===== src/rtl/fetch_pkg.sv =====
// fetch_pkg: shared definitions for the instruction-fetch front end.
//   fetch_state_e : fetch FSM states (REQ, WAIT, HOLD, DISCARD)
//   NOP_INST      : bubble instruction (opcode 00001) placed in IF/ID
package fetch_pkg;

  localparam logic [15:0] NOP_INST = 16'h0800;

  // REQ     : request issued from the live PC this cycle
  // WAIT    : request outstanding, address replayed from req_addr
  // HOLD    : response parked in the skid buffer while decode stalls
  // DISCARD : outstanding response belongs to a flushed path
  typedef enum logic [1:0] {
    S_REQ     = 2'd0,
    S_WAIT    = 2'd1,
    S_HOLD    = 2'd2,
    S_DISCARD = 2'd3
  } fetch_state_e;

endpackage


===== src/rtl/ifid_reg.sv =====
// ifid_reg: IF/ID pipeline register {inst, pc_nx, valid}.
//   clk, rst      : clock, synchronous active-low reset to {NOP, 0, 0}
//   load_i        : capture inst_i/pc_nx_i as a real instruction
//   bubble_i      : insert a NOP bubble (valid 0)
//   neither       : hold
//   inst_o, pc_nx_o, valid_o : registered contents
module ifid_reg #(
  parameter int              WIDTH = 16,
  parameter logic [WIDTH-1:0] NOP  = fetch_pkg::NOP_INST
) (
  input  logic             clk,
  input  logic             rst,
  input  logic             load_i,
  input  logic             bubble_i,
  input  logic [WIDTH-1:0] inst_i,
  input  logic [WIDTH-1:0] pc_nx_i,
  output logic [WIDTH-1:0] inst_o,
  output logic [WIDTH-1:0] pc_nx_o,
  output logic             valid_o
);
  import fetch_pkg::*;

  logic [WIDTH-1:0] inst_q, pc_nx_q;
  logic             valid_q;

  // Bubble keeps the old pc_nx; only inst/valid describe an empty slot.
  always_ff @(posedge clk) begin
    if (!rst) begin
      inst_q  <= NOP;
      pc_nx_q <= '0;
      valid_q <= 1'b0;
    end else if (load_i) begin
      inst_q  <= inst_i;
      pc_nx_q <= pc_nx_i;
      valid_q <= 1'b1;
    end else if (bubble_i) begin
      inst_q  <= NOP;
      valid_q <= 1'b0;
    end
  end

  assign inst_o  = inst_q;
  assign pc_nx_o = pc_nx_q;
  assign valid_o = valid_q;

endmodule


===== src/rtl/if_id_stage.sv =====
// if_id_stage: fetch control between the PC register and decode.
//   clk, rst                : clock, synchronous active-low reset
//   pc_addr, pc_nx          : current PC and PC+2 from the PC register
//   imem_rdata/done/stall   : variable-latency memory response
//   id_stall, flush         : decode hazard stall, branch/jump redirect
//   imem_rd, imem_addr      : memory read request
//   pc_en                   : PC register write enable
//   id_inst/id_pc_nx/id_valid : IF/ID register contents
module if_id_stage #(
  parameter int               WIDTH    = 16,
  parameter logic [WIDTH-1:0] NOP_INST = fetch_pkg::NOP_INST
) (
  input  logic             clk,
  input  logic             rst,
  input  logic [WIDTH-1:0] pc_addr,
  input  logic [WIDTH-1:0] pc_nx,
  input  logic [WIDTH-1:0] imem_rdata,
  input  logic             imem_done,
  input  logic             imem_stall,
  input  logic             id_stall,
  input  logic             flush,
  output logic             imem_rd,
  output logic [WIDTH-1:0] imem_addr,
  output logic             pc_en,
  output logic [WIDTH-1:0] id_inst,
  output logic [WIDTH-1:0] id_pc_nx,
  output logic             id_valid
);
  import fetch_pkg::*;

  fetch_state_e     state_q, state_d;
  logic [WIDTH-1:0] req_addr_q, req_addr_d;
  logic [WIDTH-1:0] skid_inst_q, skid_pc_nx_q;
  logic             skid_ld, ifid_ld, ifid_bub, pc_en_d, rsp;
  logic [WIDTH-1:0] ld_inst, ld_pc_nx;

  assign rsp = imem_done & ~imem_stall;

  always_comb begin
    state_d    = state_q;
    req_addr_d = req_addr_q;
    skid_ld    = 1'b0;
    ifid_ld    = 1'b0;
    ifid_bub   = 1'b0;
    pc_en_d    = 1'b0;
    case (state_q)
      S_REQ, S_WAIT: begin
        // Request outlives this cycle: freeze its address, since the PC
        // may move (on flush) before the response arrives.
        if (state_q == S_REQ && !rsp) req_addr_d = pc_addr;
        if (rsp) begin
          if (flush) begin
            ifid_bub = 1'b1;
            pc_en_d  = 1'b1;
            state_d  = S_REQ;
          end else if (id_stall) begin
            skid_ld  = 1'b1;
            state_d  = S_HOLD;
          end else begin
            ifid_ld  = 1'b1;
            pc_en_d  = 1'b1;
            state_d  = S_REQ;
          end
        end else if (flush) begin
          ifid_bub = 1'b1;
          pc_en_d  = 1'b1;
          state_d  = S_DISCARD;
        end else begin
          ifid_bub = ~id_stall;
          state_d  = S_WAIT;
        end
      end
      S_DISCARD: begin
        // Stale response is swallowed; a newer redirect still moves the PC.
        pc_en_d  = flush;
        ifid_bub = flush | ~id_stall;
        if (rsp) state_d = S_REQ;
      end
      S_HOLD: begin
        if (flush) begin
          ifid_bub = 1'b1;
          pc_en_d  = 1'b1;
          state_d  = S_REQ;
        end else if (!id_stall) begin
          ifid_ld  = 1'b1;
          pc_en_d  = 1'b1;
          state_d  = S_REQ;
        end
      end
      default: state_d = S_REQ;
    endcase
  end

  always_ff @(posedge clk) begin
    if (!rst) begin
      state_q      <= S_REQ;
      req_addr_q   <= '0;
      skid_inst_q  <= '0;
      skid_pc_nx_q <= '0;
    end else begin
      state_q    <= state_d;
      req_addr_q <= req_addr_d;
      if (skid_ld) begin
        skid_inst_q  <= imem_rdata;
        skid_pc_nx_q <= pc_nx;
      end
    end
  end

  // HOLD drains the skid; every other load comes straight from memory.
  assign ld_inst  = (state_q == S_HOLD) ? skid_inst_q  : imem_rdata;
  assign ld_pc_nx = (state_q == S_HOLD) ? skid_pc_nx_q : pc_nx;

  assign imem_rd   = rst & (state_q != S_HOLD);
  assign imem_addr = (state_q == S_REQ) ? pc_addr : req_addr_q;
  assign pc_en     = rst & pc_en_d;

  ifid_reg #(.WIDTH(WIDTH), .NOP(NOP_INST)) u_ifid (
    .clk      (clk),
    .rst      (rst),
    .load_i   (ifid_ld),
    .bubble_i (ifid_bub),
    .inst_i   (ld_inst),
    .pc_nx_i  (ld_pc_nx),
    .inst_o   (id_inst),
    .pc_nx_o  (id_pc_nx),
    .valid_o  (id_valid)
  );

endmodule


===== config.mk =====
export PLATFORM = sky130hd
export DESIGN_NAME = if_id_stage
export DESIGN_NICKNAME = d
export VERILOG_FILES = /design/src/rtl/fetch_pkg.sv /design/src/rtl/ifid_reg.sv /design/src/rtl/if_id_stage.sv
export SDC_FILE = /design/constraint.sdc
export NUM_CORES = 1
export LEC_CHECK = 0
export CAP_MARGIN = 20
export CORE_UTILIZATION = 51
export DETAILED_ROUTE_END_ITERATION = 16
export PLACE_DENSITY_LB_ADDON = 0.12
export REMOVE_ABC_BUFFERS = 1
export SETUP_SLACK_MARGIN = 0.3
export SLEW_MARGIN = 30
export SYNTH_ARGS = -nofsm -noshare
export SYNTH_HDL_FRONTEND = slang
export SYNTH_SLANG_ARGS = --single-unit

===== constraint.sdc =====
create_clock -name clk -period 2.9 [get_ports clk]
set_input_delay 0.29 -clock clk [delete_from_list [all_inputs] [get_ports clk]]
set_output_delay 0.29 -clock clk [all_outputs]
set_load 0.03 [all_outputs]

==> flow_summary.yaml <==
clock_network:
  cts.sinks: 83
  cts_tree: "yes"
  postCtsResizedCells: 0
  ctsRootBufferMaster: "clkbuf_8"
  ctsHtreeMaxLevel: 3
  cts_max_path_buffers: 2
  insertion_delay_ns: 0.36
  numCtsBuffers: 9
  cts_setup_buffers: 0
  cts_hold_buf: 0
  cts.clk_slew.worst_paths_ns: 0.08
timing:
  fmax_mhz: 405
  tns_ns: 0
  drv_slew: 0
  maxSlewHeadroom_pct: 41.9
  fin_worst_skew_ns: 0.0105
  final.period_utilization_pct: 85.1
  setup_viol: 0
  min_period_ns: 2.47
  rsz0062_at_grt: "no"
  finalHoldViolations: 0
  worstMarginPinSlew_ns: 0.871
floorplanning:
  dieArea_um2: 7250
  start_util_pct: 54.3
  ios: 105
  die_x_um: 85.2
  die_h_um: 85.2
  coreArea_um2: 6490
  rows: 29
outcome:
  status: "complete, no violations"
setup_path:
  crit_type: "in2out"
  critPathRequiredTime_ns: 2.61
  path_cells: "clkdlybuf4s50_1 > or3b_4 > a21oi_1 > o21a_1 > clkdlybuf4s50_1"
  r2r_cells: 5
  max_stage_delay_ns: 0.67
  arrival_ns: 2.18
  r2r_start: "state_q[1]"
  r2r_slack_ns: 0.91
  r2r_end: "u_ifid.inst_o[15]"
  crit_path_start_kind: "primary input"
  crit_top_cell: "clkdlybuf4s50_1"
  crit_fanout: 4
  path_buf_inv: 2
  endpoint_kind: "output pin"
  cpLargestDelayFamily: "buffers and inverters"
  cp_slowest_cell: "clkdlybuf4s50_1"
drt:
  vias: 2995
  final_antenna_net_count: 0
  via_per_inst: 5.26
  drtIter0Drc: 96
  drt_wl_total_um: 8160
  dr.pass1.iters: 4
  drc: 0
  routedWlPerCell_um: 14.3
logic_synthesis:
  synth_area_leader_cell: "dfxtp_1"
  syn_inst: 391
  ys_ff_latch: 83
  ys_types: 27
  yosysMostFrequentCell: "nand2_1"
  synth_area_leaders: "dfxtp_1 (47%), nand2_1 (14%), a21boi_0 (10%)"
  syn_area_um2: 3530
  yosys_warnings: 0
  async_flop_share_pct: 0
  synth_common_cells: "nand2_1 (130), dfxtp_1 (83), a21boi_0 (47)"
  synth_edf_count: 0
  ys_seq_area_share_pct: 47.1
  yosysTopAreaCellShare_pct: 47.1
  synth.avg_cell_area_um2: 9.02
  ys.flop_type: "dfxtp_1"
placement:
  place_congestion: 0.758
  numPortBuffers: 104
  dp_hpwl_um: 5540
power_and_ir_drop:
  p_leak_nw: 2.06
  power.total_mw: 2.46
  ir_worst_vdd_mv: 0.371
  cellPowerDensity_nw_per_um2: 513
hold_path:
  min_to: "u_ifid.inst_o[14]"
  hold_path_depth: 2
  hold_path.startpoint: "u_ifid.inst_o[14]"
  min_path_type: "reg2reg"
finish:
  area_delta_synth_final_pct: 36.1
  antenna_cells: 0
  post-route-util_pct: 73.9
  nNetsFinal: 542
  drive_gt1_share_pct: 9.55
global_routing:
  grt_util_all_layers_pct: 23.1
  grt_pass1_vias: 2922
  antenna_found_initial: 0
  gr-total-overflow: 0
  grt_pass1_wl_um: 13200
  grt_max_degree: 38
flow_run:
  cap_violations: 0
-- layout by cell type, fill, tap and decap left out --
cell type / n
a211oi_4: 1
a21boi_0: 47
a21boi_1: 1
a21oi_1: 2
a32oi_1: 1
and2_0: 1
and2_1: 2
and3_1: 1
buf_12: 1
buf_2: 1
buf_4: 9
clkbuf_1: 1
clkbuf_8: 10
clkdlybuf4s50_1: 103
clkinv_2: 1
clkinvlp_4: 3
dfxtp_1: 83
inv_1: 1
mux2_2: 16
mux2i_1: 32
nand2_1: 130
nand2_2: 1
nand2b_1: 3
nand2b_2: 1
nor2_2: 2
nor2b_1: 2
o211a_1: 17
o211ai_1: 1
o21a_1: 1
o21ai_0: 6
o21ai_1: 10
or3b_4: 1
-- through the flow --
stage	hold slack, ns	area, um2	std cells	setup slack [ns]
floorplan	0.406	3410	363	-0.0392
global placement	0.434	4630	554	0.447
detailed placement	0.439	4630	554	0.458
CTS	0.451	4800	569	0.435
global route	0.478	4800	569	0.393
finish	0.446	4800	569	0.431
-- where the power goes --
| part | total [mW] | switching (mW) | internal (mW) |
|---|---|---|---|
| clock network | 0.731 | 0.403 | 0.328 |
| logic | 0.521 | 0.267 | 0.253 |
| registers | 1.21 | 0.0248 | 1.18 |
-- layout make-up --
class                      count  area (um2)
clock buffer                  11         141
clock inverter                 4        27.5
fill                         524        1690
inverter                       1        3.75
multi-input combinational    279        1750
sequential                    83        1660
tap                           77        96.3
timing repair buffer         114        1120
-- flip-flops by register name, summed over array words and instances, names as in the netlist --
name / count
u_ifid.inst_o: 16
req_addr_q: 16
skid_inst_q: 16
u_ifid.valid_o: 1
state_q: 2
skid_pc_nx_q: 16
u_ifid.pc_nx_o: 16
-- tightest hold or removal path, stage by stage (launching register included) --
cell     delay (ns)
dfxtp_1        0.31
nand2_1        0.05
o21ai_1        0.05
-- cells by family (layout without fill, tap and decap cells) --
group | Yosys count | in the layout | synth area share, %
mux | 48 | 48 | 14.2
buf+inv | 29 | 130 | 3.48
simple gates | 144 | 144 | 16.4
flops | 83 | 83 | 47.1
compound gates | 87 | 87 | 18.8
-- metal layers --
layer	global-route usage [%]	up-vias	wire length [um]
met5	0	-	0
met4	11.1	0	177
met3	4.38	17	386
met2	41.6	77	4020
met1	26.3	1393	3580
li1	-	1508	-
-- worst max path at each step --
stage	start	end	slack [ns]	cells past startpoint
3_3_place_gp	imem_done	pc_en	0.45	5
4_1_cts	state_q[1]	pc_en	0.44	4
6_report	imem_done	pc_en	0.43	5
3_5_place_dp	imem_done	pc_en	0.46	5
2_1_floorplan	state_q[0]	u_ifid.inst_o[0]	-0.04	4
5_1_grt	state_q[1]	pc_en	0.39	4
No activity file was read; power rests on OpenSTA's default activity.
==> RTL edit 1 (config.mk and constraints unchanged) <==
`WIDTH` is set to 16 in 2 places; all go to 14.
--- a/src/rtl/ifid_reg.sv
+++ b/src/rtl/ifid_reg.sv
@@ -6,5 +6,5 @@
 //   inst_o, pc_nx_o, valid_o : registered contents
 module ifid_reg #(
-  parameter int              WIDTH = 16,
+  parameter int              WIDTH = 14,
   parameter logic [WIDTH-1:0] NOP  = fetch_pkg::NOP_INST
 ) (
--- a/src/rtl/if_id_stage.sv
+++ b/src/rtl/if_id_stage.sv
@@ -8,5 +8,5 @@
 //   id_inst/id_pc_nx/id_valid : IF/ID register contents
 module if_id_stage #(
-  parameter int               WIDTH    = 16,
+  parameter int               WIDTH    = 14,
   parameter logic [WIDTH-1:0] NOP_INST = fetch_pkg::NOP_INST
 ) (
Ports: changed (6 resized); port bits go from 105 to 93. The function was not compared with the original's and may differ.
==> RTL edit 1 against the original RTL <==
  * Synthesized area fell by 12%
  * Setup slack improved by 41 ps
  * Sequential cell count fell by 10
  * Cell area fell by 11%
  * Combinational power fell by 13%
  * Routed wire length fell by 15%
  * Die area fell by 12%
  * Power fell by 3.1%
  * Register-to-register slack improved by 200 ps
  * Largest cell class unchanged
  * Highest routed layer unchanged
==> RTL edit 1: results (changes against the original RTL) <==
\begin{tabular}{lr}
\hline
Metric & Value \\
\hline
\multicolumn{2}{l}{\textbf{Final layout}} \\
Fraction of layout instances using a drive strength above 1 & 9.40\% (-0.15 points) \\
Filler-free cell count of the finished design & 511 (-10\%) \\
Final layout net count & 479 (-12\%) \\
\multicolumn{2}{l}{\textbf{Setup path}} \\
Crit path arrival time & 2140 ps (-40 ps) \\
Maximum net fanout on the critical path & 4 (unchanged) \\
Delay of the slowest critical-path stage & 660 ps \\
Worst r2r src & state\_q[0] \\
CP max-delay cell & clkdlybuf4s50\_1 \\
\multicolumn{2}{l}{\textbf{Place}} \\
Placed Cells incl. Taps & 495 (-11\%) \\
Post-detail-place hpwl & 4520 um (-18\%) \\
Input/output buffers & 92 (-12\%) \\
Final weighted congestion in routability-driven placement & 0.748 (-1.3\%) \\
\multicolumn{2}{l}{\textbf{Clocking}} \\
\# H-tree levels & 3 (unchanged) \\
Buffer type at the clock tree root & clkbuf\_8 \\
Num CTS Buffers & 9 (unchanged) \\
Clock latency reported for the late side of the worst-skew pair & 330 ps (-30 ps) \\
Resize count post-CTS & 0 (unchanged) \\
\multicolumn{2}{l}{\textbf{Outcome}} \\
Run status & completed \\
\multicolumn{2}{l}{\textbf{Timing}} \\
Worst slew pin tran & 728 ps (-143 ps) \\
Final clock skew & 11.3 ps (+0.830 ps) \\
\multicolumn{2}{l}{\textbf{Logic synthesis}} \\
Portion of the post-synthesis area used by sequential elements & 47.1\% (about the same) \\
Largest cells by area after synthesis & dfxtp\_1, nand2\_1, a21boi\_0 \\
Number of distinct library cells after synthesis & 25 (-7.4\%) \\
Cells after synthesis & 345 (-12\%) \\
Proportion of register bits with asynchronous set or reset after synthesis & 0\% (unchanged) \\
Commonest cells post-synth & nand2\_1, dfxtp\_1, a21boi\_0 \\
Number of enable flip-flop cells after synthesis & 0 (unchanged) \\
\multicolumn{2}{l}{\textbf{Drt}} \\
Average wire per cell in the routed design & 13.5 um (-5.7\%) \\
Vias per Instance & 5.18 (-1.7\%) \\
1st-iter DRT viols & 106 (+10\%) \\
\multicolumn{2}{l}{\textbf{Global route}} \\
Via count of the first global-routing pass & 2,481 (-15\%) \\
Global-route wire length before repair & 11,200 um (-15\%) \\
Overall global routing resource usage & 23.0\% (-0.11 points) \\
\multicolumn{2}{l}{\textbf{Power}} \\
Leakage power figure & 0.00186 uW (-10\%) \\
Worst IR drop on VDD & 0.408 mV (+9.8\%) \\
\multicolumn{2}{l}{\textbf{Worst hold path}} \\
Worst hold path startpoint & u\_ifid.inst\_o[8] \\
\hline
\end{tabular}
-- RTL edit 1: tightest hold or removal path, stage by stage, from the launching register on --
cell and delay (ps):
dfxtp_1 310, nand2_1 50, o21ai_1 50
-- RTL edit 1: power by group --
| group | switching, uW | internal, uW |
|---|---|---|
| registers | 21.9 | 1040 |
| clock network | 361 | 507 |
| logic | 232 | 221 |
-- RTL edit 1: worst paths after layout --
kind,to,slack [ps]
worst min register to register,u_ifid.inst_o[8],450
worst min-delay path,u_ifid.inst_o[8],450
worst max-delay path,pc_en,470
worst max register to register,u_ifid.pc_nx_o[9],1110
-- RTL edit 1: cell families after synthesis --
kind of cell	Yosys count	share of synthesized area (%)
muxes	42	14.1
DFF	73	47.1
and+or+nand+nor	128	16.6
buffers and inverters	25	3.43
AOI/OAI and AO/OA	77	18.8
-- RTL edit 1: cell type report --
| class | instances | area (um^2) |
|---|---|---|
| clock inverter | 5 | 78.8 |
| timing repair buffer | 99 | 968 |
| clock buffer | 11 | 141 |
| fill | 478 | 1590 |
| inverter | 1 | 3.75 |
| multi-input combinational | 247 | 1550 |
| tap | 75 | 93.8 |
| sequential | 73 | 1460 |
-- RTL edit 1: per-layer routing --
| metal | global-route usage, % | vias up | wire length (um) |
|---|---|---|---|
| met5 | 0 | - | 0 |
| met4 | 5.89 | 0 | 33 |
| met3 | 8.34 | 2 | 375 |
| met2 | 39.5 | 73 | 3510 |
| met1 | 27.1 | 1236 | 3000 |
| li1 | - | 1334 | - |
-- RTL edit 1: per-stage QoR --
step | hold slack, ps | setup slack [ps] | instance area [um^2] | util (%)
floorplan | 406 | -243 | 3000 | -
global placement | 433 | 498 | 4070 | 69.2
detailed placement | 436 | 484 | 4070 | 69.2
CTS | 449 | 466 | 4290 | 72.9
global route | 464 | 397 | 4290 | 72.9
finish | 448 | 471 | 4290 | 72.9
==> RTL edit 2 (same settings) <==
Made on the original files. Reset style: asynchronous (`rst`), changed in 2 clocked blocks. Comments in the files are not updated.
--- a/src/rtl/ifid_reg.sv
+++ b/src/rtl/ifid_reg.sv
@@ -25,5 +25,5 @@
 
   // Bubble keeps the old pc_nx; only inst/valid describe an empty slot.
-  always_ff @(posedge clk) begin
+  always_ff @(posedge clk or negedge rst) begin
     if (!rst) begin
       inst_q  <= NOP;
--- a/src/rtl/if_id_stage.sv
+++ b/src/rtl/if_id_stage.sv
@@ -92,5 +92,5 @@
   end
 
-  always_ff @(posedge clk) begin
+  always_ff @(posedge clk or negedge rst) begin
     if (!rst) begin
       state_q      <= S_REQ;
Function: differs if rst is asserted again (counterexample within 4 cycles, from zero or initial values and one cycle with rst low); with rst held inactive, the same outputs for 4 cycles.
==> RTL edit 2 against the original RTL <==
  * Cell area is 5.5% higher
  * Routed wire length is 8.1% lower
  * Critical path depth is 1 lower
  * Sequential cell count stayed put
  * Setup slack better by 29 ps
  * Synthesized cell count is 33% lower
  * Synthesized area is 6.0% higher
  * Non-clock buffer count is 3 lower
  * Count of clock-buffer cells in the layout is 3 higher
Power is not compared: it rests on default switching activity, and its combinational part moved more than twofold at a synthesized area within 25%.
==> RTL edit 2: results (changes against the original RTL) <==
\begin{tabular}{lr}
\hline
Metric & Value \\
\hline
\multicolumn{2}{l}{\textbf{Setup path}} \\
RR Endpoint & skid\_inst\_q[12] \\
Kind of cell adding the most delay to the critical path & buffers and inverters \\
Worst Setup EP & imem\_addr[5] \\
Delay of the slowest critical-path stage & 600 ps (-70 ps) \\
Crit path arrival time & 2150 ps (-30 ps) \\
Maximum net fanout on the critical path & 17 (+13) \\
Worst R2R Path Depth & 4 (-1) \\
Crit path from & state\_q[1] \\
Setup slack of the most critical reg-to-reg path & 850 ps (-60 ps) \\
\multicolumn{2}{l}{\textbf{Clocking}} \\
Maximum count of clock buffers along a single path & 2 (unchanged) \\
Buffer type at the clock tree root & clkbuf\_8 \\
Num CTS Buffers & 9 (unchanged) \\
Clock latency reported for the late side of the worst-skew pair & 340 ps (-20 ps) \\
Clock-pin slew on the worst setup and hold paths & 80 ps (about the same) \\
\# H-tree levels & 3 (unchanged) \\
\multicolumn{2}{l}{\textbf{Place}} \\
Post-detail-place hpwl & 5060 um (-8.7\%) \\
Final weighted congestion in routability-driven placement & 0.670 (-12\%) \\
Cell area reported after detailed placement & 4860 um\^{}2 (+4.9\%) \\
Placement-stage worst setup slack & 406 ps (-51.9 ps) \\
\multicolumn{2}{l}{\textbf{Logic synthesis}} \\
Portion of the post-synthesis area used by sequential elements & 55.6\% (+8.5 points) \\
Largest cells by area after synthesis & dfrtp\_1, mux2\_2, mux2\_4 \\
Proportion of register bits with asynchronous set or reset after synthesis & 100\% (+100 points) \\
Number of distinct library cells after synthesis & 25 (-7.4\%) \\
Synthesis warning total & 0 (unchanged) \\
Dominant register cell in the synthesized netlist & dfrtp\_1 \\
Commonest cells post-synth & dfrtp\_1, mux2\_2, nand2\_1 \\
\multicolumn{2}{l}{\textbf{Global route}} \\
Overall global routing resource usage & 21.4\% (-1.7 points) \\
Global-route wire length before repair & 12,200 um (-7.5\%) \\
Largest net degree at the start of global routing & 75 (+97\%) \\
Via count of the first global-routing pass & 2,555 (-13\%) \\
\multicolumn{2}{l}{\textbf{Final layout}} \\
Fraction of layout instances using a drive strength above 1 & 32.6\% (+23 points) \\
Final layout net count & 423 (-22\%) \\
Diode count & 0 (unchanged) \\
\multicolumn{2}{l}{\textbf{Timing}} \\
Final clock skew & 8.52 ps (-1.95 ps) \\
Minimum clock period & 2440 ps (-29.1 ps) \\
Remaining max-slew budget at the tightest pin & 56.3\% (+14 points) \\
\multicolumn{2}{l}{\textbf{Drt}} \\
1st-iter DRT viols & 98 (+2.1\%) \\
First-pass DRT Iterations & 4 (unchanged) \\
Aggregate routed wire length & 7500 um (-8.1\%) \\
Vias & 2,416 (-19\%) \\
\multicolumn{2}{l}{\textbf{Power}} \\
Leakage power figure & 0.00228 uW \\
Worst IR drop on VDD & 0.508 mV \\
\multicolumn{2}{l}{\textbf{Worst hold path}} \\
Worst min-delay path category & in2async \\
\multicolumn{2}{l}{\textbf{Die}} \\
Initial standard-cell utilization of the core & 53.8\% (-0.49 points) \\
\multicolumn{2}{l}{\textbf{Outcome}} \\
Run status & completed \\
\hline
\end{tabular}
[RTL edit 2: area by class of cell]
cell class	instances	area [um^2]
timing repair buffer	111	1100
inverter	3	11.3
fill	494	1880
tap	96	120
clock inverter	2	35.0
sequential	83	2080
clock buffer	14	163
multi-input combinational	161	1570
[RTL edit 2: layer usage]
metal	wire length, um	GRT usage [%]	vias to the layer above
met4	84	7.15	0
met1	3330	27.3	1220
li1	-	-	1131
met3	394	6.79	7
met2	3690	34.9	58
met5	0	0	-
[RTL edit 2: how the worst min path moves through the flow]
stage	from	end	slack, ps	cells after the start
finish	rst	u_ifid.inst_o[12]	330	2
global route	rst	u_ifid.inst_o[12]	320	2
CTS	rst	u_ifid.inst_o[12]	310	2
detailed placement	rst	u_ifid.inst_o[12]	140	1
global placement	rst	u_ifid.inst_o[12]	140	1
floorplan	rst	req_addr_q[0]	-6	0
[RTL edit 2: power by group]
part,internal (uW),leakage (uW),switching [uW]
Clock,446,0.000101,385
Sequential,1590,0.00102,225
Combinational,1050,0.00115,925
Total,3090,0.00228,1540
[RTL edit 2: per-stage QoR]
| stage | power, uW | instances |
|---|---|---|
| after global routing | 4870 | 470 |
| final | 4620 | 470 |
| after detailed placement | 3820 | 453 |
| after CTS | 4670 | 470 |
| after floorplan | 3050 | 247 |
| after global placement | 3760 | 453 |
[RTL edit 2: what timing repair did]
item | 4_1_cts | 5_1_grt
endpoints found under the hold margin | 9 | 0
setup buffers | 0 | 0
resized for setup | 1 | 0
hold buffers | 1 | 0
setup endpoints to repair | 1 | 0
[RTL edit 2: cells by family (layout without fill, tap and decap cells)]
group / count (synthesis) / in the layout / synth area share, %
buf+inv: 19 / 130 / 2.64
flops: 83 / 83 / 55.6
compound gates: 24 / 24 / 3.92
simple gates: 25 / 25 / 3.18
mux: 112 / 112 / 34.7
